File: config.mk
export PLATFORM = sky130hd
export DESIGN_NAME = seq_divider_16
export DESIGN_NICKNAME = d
export VERILOG_FILES = /design/src/rtl/div_pkg.sv /design/src/rtl/div_step.sv /design/src/rtl/seq_divider_16.sv
export SDC_FILE = /design/constraint.sdc
export NUM_CORES = 1
export LEC_CHECK = 0
export BUFFER_PORTS_ARGS = -buffer_cell sky130_fd_sc_hd__clkbuf_2
export CORE_MARGIN = 2
export CORE_UTILIZATION = 40
export CTS_CLUSTER_DIAMETER = 80
export DETAILED_ROUTE_END_ITERATION = 7
export PLACE_DENSITY = 0.68
export SLEW_MARGIN = 15
export SYNTH_ARGS = -nofsm -noshare
export SYNTH_HDL_FRONTEND = slang
export SYNTH_SLANG_ARGS = --single-unit
File: constraint.sdc
create_clock -name clk -period 2.7 [get_ports clk]
set_clock_uncertainty 0.2 [all_clocks]
set_input_delay 0.135 -clock clk [delete_from_list [all_inputs] [get_ports clk]]
set_output_delay 0.135 -clock clk [all_outputs]
set_load 0.05 [all_outputs]
File: src/rtl/div_pkg.sv
// ---------------------------------------------------------------------------
// div_pkg
// Shared definitions for the sequential restoring divider.
//   DEF_DIVIDEND_W : default dividend / quotient width
//   DEF_DIVISOR_W  : default divisor / remainder width
//   CNT_W          : iteration counter width for the default dividend width
//   state_t        : controller states (IDLE, RUN)
// ---------------------------------------------------------------------------
package div_pkg;

  localparam int DEF_DIVIDEND_W = 16;
  localparam int DEF_DIVISOR_W  = 8;
  localparam int CNT_W          = $clog2(DEF_DIVIDEND_W);

  typedef enum logic {
    IDLE,
    RUN
  } state_t;

endpackage

File: src/rtl/div_step.sv
// ---------------------------------------------------------------------------
// div_step
// One combinational restoring-division step.
// Ports:
//   prem_in  : partial remainder entering the step (W+1 bits, always < divisor)
//   bit_in   : next dividend bit, MSB first
//   divisor  : unsigned divisor (W bits)
//   prem_out : partial remainder after the step
//   q_bit    : quotient bit produced by this step
// ---------------------------------------------------------------------------
module div_step
  import div_pkg::*;
#(
  parameter int W = DEF_DIVISOR_W
) (
  input  logic [W:0]   prem_in,
  input  logic         bit_in,
  input  logic [W-1:0] divisor,
  output logic [W:0]   prem_out,
  output logic         q_bit
);

  logic [W+1:0] shifted;
  logic [W+1:0] diff;

  // The shifted value is always below 2*divisor, so one extra bit above the
  // partial remainder is enough to act as the sign of the trial difference.
  always_comb begin
    shifted  = {prem_in, bit_in};
    diff     = shifted - {2'b00, divisor};
    q_bit    = ~diff[W+1];
    prem_out = q_bit ? diff[W:0] : shifted[W:0];
  end

endmodule

File: src/rtl/seq_divider_16.sv
// ---------------------------------------------------------------------------
// seq_divider_16
// Iterative restoring divider: DIVIDEND_W-bit unsigned dividend divided by a
// DIVISOR_W-bit unsigned divisor, one quotient bit per clock.
// Ports:
//   clk, rst_n  : clock (rising edge) and asynchronous active-low reset
//   start       : request, sampled only while idle
//   dividend    : dividend, captured on the accepted start edge
//   divisor     : divisor, captured on the accepted start edge
//   busy        : high from the accepted start until the result edge
//   done        : one-cycle pulse, results valid from this cycle onward
//   quotient    : result, held until the next result edge
//   remainder   : result, held until the next result edge
//   div_by_zero : status of the last completed operation
// ---------------------------------------------------------------------------
module seq_divider_16
  import div_pkg::*;
#(
  parameter int DIVIDEND_W = DEF_DIVIDEND_W,
  parameter int DIVISOR_W  = DEF_DIVISOR_W
) (
  input  logic                  clk,
  input  logic                  rst_n,
  input  logic                  start,
  input  logic [DIVIDEND_W-1:0] dividend,
  input  logic [DIVISOR_W-1:0]  divisor,
  output logic                  busy,
  output logic                  done,
  output logic [DIVIDEND_W-1:0] quotient,
  output logic [DIVISOR_W-1:0]  remainder,
  output logic                  div_by_zero
);

  localparam int            CW   = $clog2(DIVIDEND_W);
  localparam logic [CW-1:0] LAST = CW'(DIVIDEND_W - 1);

  state_t                 state, next_state;
  logic [DIVIDEND_W-1:0]  dvd_sr;
  logic [DIVIDEND_W-1:0]  q_sr;
  logic [DIVISOR_W-1:0]   dvs;
  logic [DIVISOR_W:0]     prem;
  logic [DIVISOR_W:0]     prem_next;
  logic [CW-1:0]          count;
  logic                   zero_flag;
  logic                   q_bit;
  logic                   load;
  logic                   last_step;

  div_step #(
    .W(DIVISOR_W)
  ) u_step (
    .prem_in (prem),
    .bit_in  (dvd_sr[DIVIDEND_W-1]),
    .divisor (dvs),
    .prem_out(prem_next),
    .q_bit   (q_bit)
  );

  always_ff @(posedge clk or negedge rst_n) begin
    if (!rst_n) state <= IDLE;
    else        state <= next_state;
  end

  always_comb begin
    next_state = state;
    case (state)
      IDLE:    if (start)     next_state = RUN;
      RUN:     if (last_step) next_state = IDLE;
      default: next_state = IDLE;
    endcase
  end

  // A zero divisor finishes on the first RUN edge without iterating.
  always_comb begin
    busy      = (state == RUN);
    load      = (state == IDLE) && start;
    last_step = (state == RUN) && (zero_flag || (count == LAST));
  end

  // Datapath: operand capture, one restoring step per RUN edge, and the
  // result registers that only change on a result edge.
  always_ff @(posedge clk or negedge rst_n) begin
    if (!rst_n) begin
      dvd_sr      <= '0;
      q_sr        <= '0;
      dvs         <= '0;
      prem        <= '0;
      count       <= '0;
      zero_flag   <= 1'b0;
      done        <= 1'b0;
      quotient    <= '0;
      remainder   <= '0;
      div_by_zero <= 1'b0;
    end else begin
      done <= 1'b0;
      if (load) begin
        dvd_sr    <= dividend;
        dvs       <= divisor;
        q_sr      <= '0;
        prem      <= '0;
        count     <= '0;
        zero_flag <= (divisor == '0);
      end else if (state == RUN) begin
        if (zero_flag) begin
          quotient    <= '1;
          remainder   <= '0;
          div_by_zero <= 1'b1;
          done        <= 1'b1;
        end else begin
          prem   <= prem_next;
          dvd_sr <= dvd_sr << 1;
          q_sr   <= {q_sr[DIVIDEND_W-2:0], q_bit};
          count  <= count + 1'b1;
          if (last_step) begin
            quotient    <= {q_sr[DIVIDEND_W-2:0], q_bit};
            remainder   <= prem_next[DIVISOR_W-1:0];
            div_by_zero <= 1'b0;
            done        <= 1'b1;
          end
        end
      end
    end
  end

endmodule

==> implementation parameters <==
Parameter                              Value

Drt
  Post-detailed-route via-to-cell ratio    5.289
  Routed via count    2676
  DRC    0
  Starting DRC count in detailed routing    85
  Avg WL per Cell    15.25 um
  Routed wire length    7719 um
  Number of detailed-route iterations in the first pass    4
  Post-route antenna net violation count    0

Pwr
  Total leakage power    2.085 nW
  Highest ir drop seen on vdd    0.5038 mV
  Sequential fraction of design power    33.1%
  Sw Share    45.07%
  Switching power summed over all nets    0.002933 W
  Share of total power in combinational logic    52.9%
  Clk pwr share    14.0%
  Cell-internal power    0.003574 W
  Ratio of total power to cell area    1494 mW/mm^2
  Post-layout power    0.006507 W

Clock network
  Maximum clock path buffer count    2
  Sinks on the clock net    80
  Total CTS buffers    9
  CTS tree    built
  CTS HTree Levels    3
  Clock Latency Late Sink    360 ps
  Clock-pin slew on the worst setup and hold paths    90 ps
  Buffer type at the clock tree root    clkbuf_8

Place
  I/O Buffers    53
  Cell area after placement    0.003881 mm^2
  Final GP Congestion    0.8009
  HPWL after detailed placement    4985 um
  Number of placed instances with taps included    464

Synthesis
  Synthesis-stage register bit count    80
  Number of distinct library cells after synthesis    43
  Post-Syn Instances    313
  Post-synthesis instance area    0.003471 mm^2
  Synthesized area divided by synthesized cell count    11.09 um^2
  YS warnings    0
  Nets in the synthesized netlist    350
  Share of the yosys chip area belonging to registers    57.68%

STA
  Worst Max-Slew Pin Slew    1010 ps
  Final setup vio count    0
  Worst slack on hold paths    238.8 ps
  Unrepaired setup endpoints after global routing    false
  Final TNS setup    0 ps
  Peak Freq    387.9 MHz
  Final slew viol count    0
  Share of the clock period used by the worst path after layout    95.48%
  Worst relative slew slack    32.68%
  Number of hold violations in the final report    0
  Min Clock Period, post-route    2578 ps

Worst setup path
  Crit. End Element    flop
  CP dominant cell by count    inv_1
  Crit path DAT    2610 ps
  Kind of critical path    reg2reg
  Critical path's slowest cell    fa_1
  CP required    2740 ps
  Largest stage delay, worst path    420 ps
  Critical-path maximum fanout    3
  Nature of the critical path startpoint    flop
  Series of cell instances along the critical path    inv_1 -> ha_2 -> inv_1 -> fa_1 -> a211oi_1 -> o21bai_1 -> a41o_2 -> a32oi_1 -> o211ai_1

Min path
  Path category of the worst min-delay check    in2async

Global route
  Vias in the first global route    2761
  Global-route wire length before repair    13280 um
  Remaining Overflow, GRT    0
  Initial antenna violation count    0
  Total global-route track usage    17.49%
  Maximum number of pins on one net before global-route repair    81

Die
  Initial core utilization    41.82%
  Row count    33
  Die extent in y    97.15 um
  Die Wd    97.15 um
  Full die area    0.009438 mm^2
  Area of the core    0.008299 mm^2
  I/O pin count    54

Final layout
  Count of antenna diodes in the layout    0
  Post-layout nets    433
  Fraction of final layout cells sized beyond drive strength 1    23.44%
  Final std cells w/o fill    506
  Top library cells by usage in the layout, fill and taps aside    80 x dfrtp_1, 61 x nand2_1, 52 x clkbuf_2
  Most frequent standard cell in the layout excluding fill and tap cells    dfrtp_1
  Final design instance area without fill    0.004357 mm^2
  Signed area change from the synthesized netlist to the final layout    25.52%

Job
  Reported max-cap violation count    0

Status
  Status    finished clean
## flip-flops by register name, indices dropped and copies added (netlist names)
signal,cells
busy,1
dvs,8
done,1
q_sr,15
zero_flag,1
remainder,8
dvd_sr,16
quotient,16
count,4
prem,9
div_by_zero,1
## final cells by class
class,instances,area (um^2)
Clock inverter,6,67.56
Sequential cell,80,2002
Fill cell,725,3943
Clock buffer,10,137.6
Tap cell,105,131.4
Inverter,11,41.29
Multi-Input combinational cell,205,1374
Timing Repair Buffer,89,603.1
## worst paths after layout
path / startpoint / end / slack, ps / cells after the start
min in group clk: dvd_sr[10] / dvd_sr[10] / 280 / 2
worst max-delay path: dvd_sr[15] / prem[8] / 120 / 9
worst max register to register: dvd_sr[15] / prem[8] / 120 / 9
worst min-delay path: rst_n / dvs[4] / 240 / 2
worst min register to register: dvd_sr[10] / dvd_sr[10] / 280 / 2
max in group asynchronous: rst_n / dvd_sr[12] / 1360 / 2
## cell usage after synthesis (all sizes together)
master   count  area share (%)
o21ai       29             4.4
mux2i        7             2.0
xor2         4             1.0
nand2       61             6.6
a21oi        4            0.68
nor2         5            0.54
o21bai       1            0.22
a2111oi      1            0.79
a32oi        1            0.25
clkinv       1            0.11
nor4         2            0.36
o211ai       1            0.22
a22o        18             4.6
a22oi       14             3.0
nand3        6            0.87
nor2b        3            0.54
xnor2        3            0.97
a31oi        1            0.18
clkbuf      16             1.7
o32a         1            0.32
and3         1            0.18
a32o         1            0.29
buf          1            0.32
a211oi       1            0.22
nand4        1            0.18
a221o        1            0.29
ha           9             3.2
dfrtp       80              58
fa           1            0.58
nor3         3            0.43
a21o         3            0.65
o22a        16             4.1
o2111ai      1            0.25
nand2b       2            0.36
o21a         2            0.43
inv         10             1.1
a41o         1            0.32
## logic make-up (layout without fill, tap and decap cells)
kind of cell / after synthesis / after routing / synth area share, %
AOI/OAI and AO/OA: 97 / 97 / 21.20
DFF: 80 / 80 / 57.68
adders and majority gates: 10 / 10 / 3.821
muxes: 7 / 7 / 2.019
xor gates and xnor gates: 7 / 7 / 1.983
buffers and inverters: 28 / 116 / 3.244
and+or+nand+nor: 84 / 84 / 10.06
## worst max-delay path: cells and delay by family (launching register included)
family                     cells  cell delay, ps
buffers and inverters          2             170
AOI/OAI and AO/OA              5            1070
adders and majority gates      2             640
DFF                            1             380
## repair_timing
| item | in CTS | in global routing |
|---|---|---|
| setup endpoints to repair | 0 | 1 |
| resized for setup | 0 | 3 |
| hold endpoints to repair | 106 | 0 |
| hold buffers | 26 | 0 |
| buffers inserted | 0 | 0 |
## power groups by stage
stage          combinational [W]  sequential [W]  clock, W
2_1_floorplan            0.00200         0.00275         0
3_3_place_gp             0.00332         0.00215         0
3_5_place_dp             0.00339         0.00217         0
4_1_cts                  0.00344         0.00215  0.000935
5_1_grt                  0.00377         0.00223  0.000991
6_report                 0.00344         0.00215  0.000910
## metrics by stage
stage,worst slack [ps],util [%]
after CTS,76.21,52.37
after global placement,221.2,46.77
final,122.0,52.50
after detailed placement,135.8,46.77
after global routing,8.703,52.50
after floorplan,398.6,-
## layer usage
metal | up-vias | global-route usage, % | part of all wire, %
met5 | - | 0 | 0
met4 | 0 | 6.067 | 1.3
met3 | 11 | 4.532 | 3.9
met2 | 56 | 27.72 | 47
met1 | 1322 | 23.39 | 48
li1 | 1287 | - | -
(Power assumes the default switching activity.)
